<file path="src/rtl/hpc2_rand_source.sv">
// Fresh-randomness source for a bank of masked HPC2 gadgets: a seeded 64-bit
// LFSR, unrolled RW steps per advance, with seed handshake, warm-up and reseed hint.
module hpc2_rand_source #(
    parameter int security_order  = 1,
    parameter int NUM_GADGETS     = 1,
    parameter int WARMUP          = 64,
    parameter int RESEED_INTERVAL = 0,
    localparam int RND = security_order * (security_order + 1) / 2,
    localparam int RW  = RND * NUM_GADGETS
) (
    input  logic          clk,
    input  logic          rst,
    input  logic [63:0]   seed_in,
    input  logic          seed_valid,
    output logic          seed_ready,
    input  logic          en,
    output logic [RW-1:0] r,
    output logic          r_valid,
    output logic          reseed_req
);

    localparam int WCW = $clog2(WARMUP + 1);
    localparam int CCW = (RESEED_INTERVAL < 1) ? 1 : $clog2(RESEED_INTERVAL + 1);
    localparam logic [WCW-1:0] WARMUP_LAST = WCW'(WARMUP - 1);
    localparam logic [CCW-1:0] WORD_MAX    = CCW'(RESEED_INTERVAL);

    typedef enum logic [1:0] {
        ST_IDLE,
        ST_WARMUP,
        ST_RUN
    } state_t;

    state_t         state;
    state_t         state_nxt;
    logic [63:0]    lfsr;
    logic [63:0]    lfsr_walk;
    logic [RW-1:0]  r_step;
    logic [WCW-1:0] warm_cnt;
    logic [CCW-1:0] word_cnt;
    logic           accept;
    logic           advance;

    // NOTE: blocking assignments are correct here; lfsr_walk is a scratch
    // variable threaded through the unrolled loop, each iteration seeing the last.
    always_comb begin
        lfsr_walk = lfsr;
        r_step    = '0;
        for (int j = 0; j < RW; j++) begin
            r_step[j] = lfsr_walk[63];
            lfsr_walk = {lfsr_walk[62:0],
                         lfsr_walk[63] ^ lfsr_walk[62] ^ lfsr_walk[60] ^ lfsr_walk[59]};
        end
    end

    // NOTE: every output of this block gets a default first so no path leaves
    // a signal unassigned, which would otherwise infer a latch.
    always_comb begin
        state_nxt  = state;
        seed_ready = 1'b0;
        r_valid    = 1'b0;
        advance    = 1'b0;
        case (state)
            ST_IDLE: begin
                seed_ready = 1'b1;
            end
            ST_WARMUP: begin
                advance = 1'b1;
                if (warm_cnt == WARMUP_LAST) state_nxt = ST_RUN;
            end
            ST_RUN: begin
                seed_ready = 1'b1;
                r_valid    = 1'b1;
                advance    = en;
            end
            default: state_nxt = ST_IDLE;
        endcase
        // A seed accept takes priority over a same-edge advance.
        accept = seed_valid & seed_ready;
        if (accept) begin
            state_nxt = ST_WARMUP;
            advance   = 1'b0;
        end
    end

    // NOTE: sequential state uses non-blocking assignments so every register
    // samples pre-edge values regardless of statement order.
    always_ff @(posedge clk or posedge rst) begin
        if (rst) begin
            state      <= ST_IDLE;
            lfsr       <= '0;
            r          <= '0;
            warm_cnt   <= '0;
            word_cnt   <= '0;
            reseed_req <= 1'b0;
        end else begin
            state <= state_nxt;
            if (accept) begin
                // An all-zero state would lock the LFSR up, so substitute 1.
                lfsr       <= (seed_in == 64'd0) ? 64'd1 : seed_in;
                warm_cnt   <= '0;
                word_cnt   <= '0;
                reseed_req <= 1'b0;
            end else if (advance) begin
                lfsr <= lfsr_walk;
                r    <= r_step;
                if (state == ST_WARMUP) warm_cnt <= warm_cnt + 1'b1;
                if (state == ST_RUN && RESEED_INTERVAL != 0 && word_cnt != WORD_MAX) begin
                    word_cnt <= word_cnt + 1'b1;
                    if (word_cnt == WORD_MAX - 1'b1) reseed_req <= 1'b1;
                end
            end
        end
    end

endmodule
</file>
<file path="config.mk">
export PLATFORM = sky130hd
export DESIGN_NAME = hpc2_rand_source
export DESIGN_NICKNAME = d
export VERILOG_FILES = /design/src/rtl/hpc2_rand_source.sv
export SDC_FILE = /design/constraint.sdc
export NUM_CORES = 1
export LEC_CHECK = 0
export ABC_CLOCK_PERIOD_IN_PS = 3000
export CAP_MARGIN = 10
export CORE_UTILIZATION = 45
export DETAILED_ROUTE_END_ITERATION = 16
export GPL_TIMING_DRIVEN = 0
export PLACE_DENSITY = 0.82
export SLEW_MARGIN = 30
export SYNTH_ARGS = -nofsm -noshare
export SYNTH_HDL_FRONTEND = slang
export SYNTH_SLANG_ARGS = --single-unit
</file>
<file path="constraint.sdc">
create_clock -name clk -period 3 [get_ports clk]
set_input_delay 0.45 -clock clk [delete_from_list [all_inputs] [get_ports clk]]
set_output_delay 0.45 -clock clk [all_outputs]
set_load 0.05 [all_outputs]
</file>
==> impl_metrics.toml <==
[timing]
relSlewSlack_pct = 61.0
holdWs_ps = 504
setup_slack_ps = 437
worst_pin_slew_ps = 579
min_period_over_period_pct = 85.4
rsz0062_at_grt = "no"
fin_crit_ps = 2560
setup_viol = 0
fmax_mhz = 390
slew_viol_final = 0
finClkSkew_ps = 11.6
setup_tns_ps = 0
hold_violations = 0

[place]
post-place-ws_ps = 668
dp.cells = 536
dp.final_hpwl_um = 6060
postPlaceCellArea_um2 = 4480
gp_congestion = 0.779
port_buffers = 70

[clock_network]
htreeDepth = 3
cts_resized = 0
clk_latency_ps = 340
cts_root_buf = "clkbuf_8"
cts_tree = "built"
clockBufferDepth = 2
cts.sinks = 74
post_cts_buffers = 0
ctsHoldBuffers = 0
clkSlewWorstSetupHoldPaths_ps = 80
cts_buffers = 9

[yosys]
synth_edf_count = 0
synth_seq_cells = 74
syn-num-nets = 435
ys_seq_area_share_pct = 51.0
ys.flop_type = "dfrtp_1"
syn_avg_cell_area_um2 = 10.0
yosys-top-cells-area = "dfrtp_1 (51%), mux2i_1 (18%), o21ai_0 (10%)"
synth_top_area_cell = "dfrtp_1"
synth.distinct_cells = 32
yosysWarnings = 0
yosysTopAreaCellShare_pct = 51.0
async_flop_share_pct = 100
syn_inst = 363
syn_area_um2 = 3630

[pwr]
fin_total_pwr_mw = 4.53
ir_drop_uv = 678
power_density_nw_per_um2 = 967
total_leakage_power_nw = 2.26

[final_layout]
post-route-util_pct = 60.4
antenna_cells = 0
fin_cells = 550
fillCellCount = 677
syn2layout_area_growth_pct = 29.1
drive_gt1_share_pct = 6.03
layout.nets = 517
finish.instance_area_um2 = 4690

[worst_setup_path]
cp_slowest_stage_delay_ps = 800
crit_path_end_kind = "output port"
critPathMaxFanout = 5
start_kind = "flop"
cp_cell_sequence = "inv_1 > ha_1 > nor2_1 > inv_1 > clkdlybuf4s50_1"
cpMostUsedCell = "inv_1"
worstSetupPathType = "reg -> out"
slowest_stage = "clkdlybuf4s50_1"
crit_arrival_ps = 2110
worst-endpoint-required_ps = 2550

[route]
via_count = 2989
initialDrtViolationCount = 102
wire_per_inst_um = 15.2
viasPerCell = 5.43
drc = 0
drt-total-wl_um = 8380
final_antenna_net_count = 0
first_pass_iters = 4

[global_routing]
grt_max_degree = 41
first_global_vias = 2912
antenna_found_initial = 0
grt_pass1_wl_um = 13900
grt_overflow = 0
grt.total_usage_pct = 21.0

[floorplan]
ioPinCount = 72
die_x_um = 91.8
die_h_um = 91.8
core_um2 = 7770
die-area_um2 = 8430
rows = 32
initial_core_util_pct = 46.7

[outcome]
status = "complete, no violations"

[min_path]
min_path_type = "in -> async"

[job]
maxCapViolCount = 0
==> path summary, 6_finish.rpt <==
path	startpoint	cells past startpoint	to	slack, ps
worst max-delay path	state[0]$_DFFE_PP0P_	5	seed_ready	440
worst min-delay path	rst	2	lfsr[47]$_DFFE_PP0P_	500
worst max register to register	state[0]$_DFFE_PP0P_	7	lfsr[6]$_DFFE_PP0P_	840
worst min register to register	warm_cnt[6]$_DFFE_PP0P_	2	warm_cnt[6]$_DFFE_PP0P_	520
max in group asynchronous	rst	3	warm_cnt[1]$_DFFE_PP0P_	1940
min in group clk	warm_cnt[6]$_DFFE_PP0P_	2	warm_cnt[6]$_DFFE_PP0P_	520
==> kinds of logic after synthesis <==
group / share of synthesized area (%)
AOI/OAI and AO/OA: 12.3
xor gates and xnor gates: 0.724
adders and majority gates: 1.38
buffers and inverters: 3.62
DFF: 51.0
muxes: 18.0
other: 0.103
and+or+nand+nor: 12.9
==> per-layer routing <==
layer	up-vias	wire length, um	GRT usage (%)
met5	-	0	0
met4	0	78	5.73
met3	8	338	3.90
met2	68	4160	34.9
met1	1467	3810	28.4
li1	1446	-	-
==> cell usage after synthesis (2+ instances only) <==
master    instances
a31oi_1           2
nand2b_1          3
nor4_1           15
clkbuf_1         11
buf_4             7
ha_1              4
dfrtp_1          74
nor2_1            7
inv_1             5
o21ai_0          75
xnor2_1           2
mux2i_1          64
buf_2             3
nand2_1          67
a21oi_1           3
and3_1            2
nand4_1           4
==> sequential cells by signal (all words and copies together), names as in the netlist <==
name	cells
lfsr	64
warm_cnt	7
state	2
r	1
==> placed cells by master, fill, tap and decap left out, drive strengths merged <==
cell type      count
o21ai             76
dfrtp             74
clkdlybuf4s50     70
nand2             67
mux2i             64
clkbuf            22
nor4              16
buf               12
nor2               7
inv                5
nand4              4
ha                 4
nand2b             3
a21oi              3
and3               2
a31oi              2
xnor2              2
bufinv             2
o21a               1
nand3b             1
nand3              1
o31ai              1
xor2               1
a21o               1
or4                1
a22oi              1
nand4b             1
o22a               1
mux2               1
conb               1
clkinv             1
==> layout make-up <==
cell class,count,area [um^2],area share (%)
clock inverters,3,65.1,1.39
repair buffers,71,721,15.4
clock buffers,11,141,3.02
well taps,102,128,2.72
flip-flops and latches,74,1850,39.5
inverters,5,21.3,0.454
plain buffers,22,113,2.40
multi-input cells,262,1650,35.1
==> worst max-delay path, delay by kind of cell (launching register included) <==
kind | cells | cell delay [ps]
buffers and inverters | 3 | 1000
and+or+nand+nor | 1 | 100
DFF | 1 | 410
adders and majority gates | 1 | 260
==> report_power, final <==
group | total [mW] | switching, mW | internal, mW
Combinational | 1.95 | 1.07 | 0.884
Sequential | 1.75 | 0.274 | 1.47
Clock | 0.836 | 0.354 | 0.482
Total | 4.53 | 1.69 | 2.84
Note: power is estimated with default switching activity, not from simulation.
==> RTL change (same settings) <==
Change the parameter `NUM_GADGETS` from 1 to 2.
--- a/src/rtl/hpc2_rand_source.sv
+++ b/src/rtl/hpc2_rand_source.sv
@@ -3,5 +3,5 @@
 module hpc2_rand_source #(
     parameter int security_order  = 1,
-    parameter int NUM_GADGETS     = 1,
+    parameter int NUM_GADGETS     = 2,
     parameter int WARMUP          = 64,
     parameter int RESEED_INTERVAL = 0,
Interface: changed (resized r); port bits go from 72 to 73. No check against the original RTL was run, so the function may have changed too.
==> RTL change against the unedited design <==
- critical path depth stayed put
- setup slack worse by 0.0059 ns
- final area is 1.4% higher
- synthesized cell count is 1.1% higher
- routed wire length is 6.7% higher
- sequential cell count is 1 higher
- synthesized area is 1.7% higher
- utilization is 0.23 points higher
- combinational power is 5% higher
- power is 2.0% higher
- count of clock-buffer cells in the layout is 1 higher
- highest routed layer unchanged
==> RTL change: results (changes against the unedited design) <==
Place
  – Dpl cell area: 4550 um2 (+1.6%)
  – Cell Count Post-Placement: 541 (+0.93%)
  – # port buffers: 71 (+1.4%)
  – DPL Wire Length: 6.53 mm (+7.7%)

Global route
  – GRT Resource Usage Total: 0.216 (+0.00509)
  – Grt met2 use: 0.330 (-0.0188)
  – Vias in the first global route: 3004 (+3.2%)
  – Met3 global-route usage: 0.0411 (+0.00208)
  – Met1 Use GR: 0.308 (+0.0236)

Cells and area
  – Final nets: 522 (+0.97%)
  – Fraction of layout cells with a size suffix above 1: 0.0640 (+0.00375)
  – Fillers: 663 (-2.1%)

Power and ir drop
  – Lkg Pwr: 2.29 nW (+1.1%)
  – Flop pwr share: 0.386 (about the same)
  – Power per standard cell area: 972 nW/um2 (+0.53%)
  – Cell Int Power: 2.87 mW (+1.0%)

Yosys
  – Sequential-to-total area share from yosys stat: 0.508 (-0.00186)
  – Synth top area cells: dfrtp_1 51%, mux2i_1 17%, o21ai_0 10%, nand2_1 6.7%, nor4_1 2.5%
  – XOR/XNOR Fraction of Synth Area: 0.0119 (+0.00462)
  – Post-synthesis adder-cell area fraction: 0.0136 (-0.000233)
  – Multiplexer area fraction after synthesis: 0.180 (about the same)
  – Syn_area_per_cell: 10.1 um2 (+0.61%)
  – Synth Area in Compound Gates: 0.122 (-0.00141)
  – Post-Syn Nets: 439 (+0.92%)
  – Unique masters post-synth: 33 (+3.1%)

Routing
  – Via Count: 3063 (+2.5%)
  – 1st-iter DRT viols: 180 (+76%)
  – Drt pass-1 iters: 6 (+2)
  – Wl on met1: 4.27 mm (+12%)
  – WL met2: 4.04 mm (-2.8%)
  – Routed wire length: 8.94 mm (+6.7%)
  – WL met3: 487 um (+44%)

Critical path
  – Reg2reg end: warm_cnt[3]
  – Worst R2R Setup Slack: 0.90 ns (+0.06 ns)

Outcome
  – Status: finished clean

Timing
  – Worst Skew: 0.0141 ns (+0.00254 ns)
  – WHS: 0.486 ns (-0.0180 ns)
## RTL change: changes by cell type after synthesis, sizes merged, moves of 2 or more
cell	change
buf	-2
clkbuf	+2
nand3	+2
xnor2	+2
## RTL change: cell type report
type | instances | share of cell area
clock buffers | 12 | 0.0347
multi-input cells | 265 | 0.354
well taps | 102 | 0.0268
repair buffers | 72 | 0.154
plain buffers | 22 | 0.0237
clock inverters | 2 | 0.00737
flip-flops and latches | 75 | 0.395
inverters | 5 | 0.00447
## RTL change: through the flow
step / total power [mW] / setup WS [ns]
after global routing: 4.93 / 0.359
final: 4.62 / 0.431
after floorplan: 3.28 / 0.640
after global placement: 3.73 / -0.500
after CTS: 4.64 / 0.429
after detailed placement: 3.84 / 0.678
## RTL change: worst reg2reg max path, stage by stage, from the launching register on
cell	delay, ns
dfrtp_1	0.39
inv_1	0.10
ha_1	0.26
o21a_1	0.33
buf_6	0.20
or2_0	0.22
clkbuf_1	0.19
o31ai_1	0.30
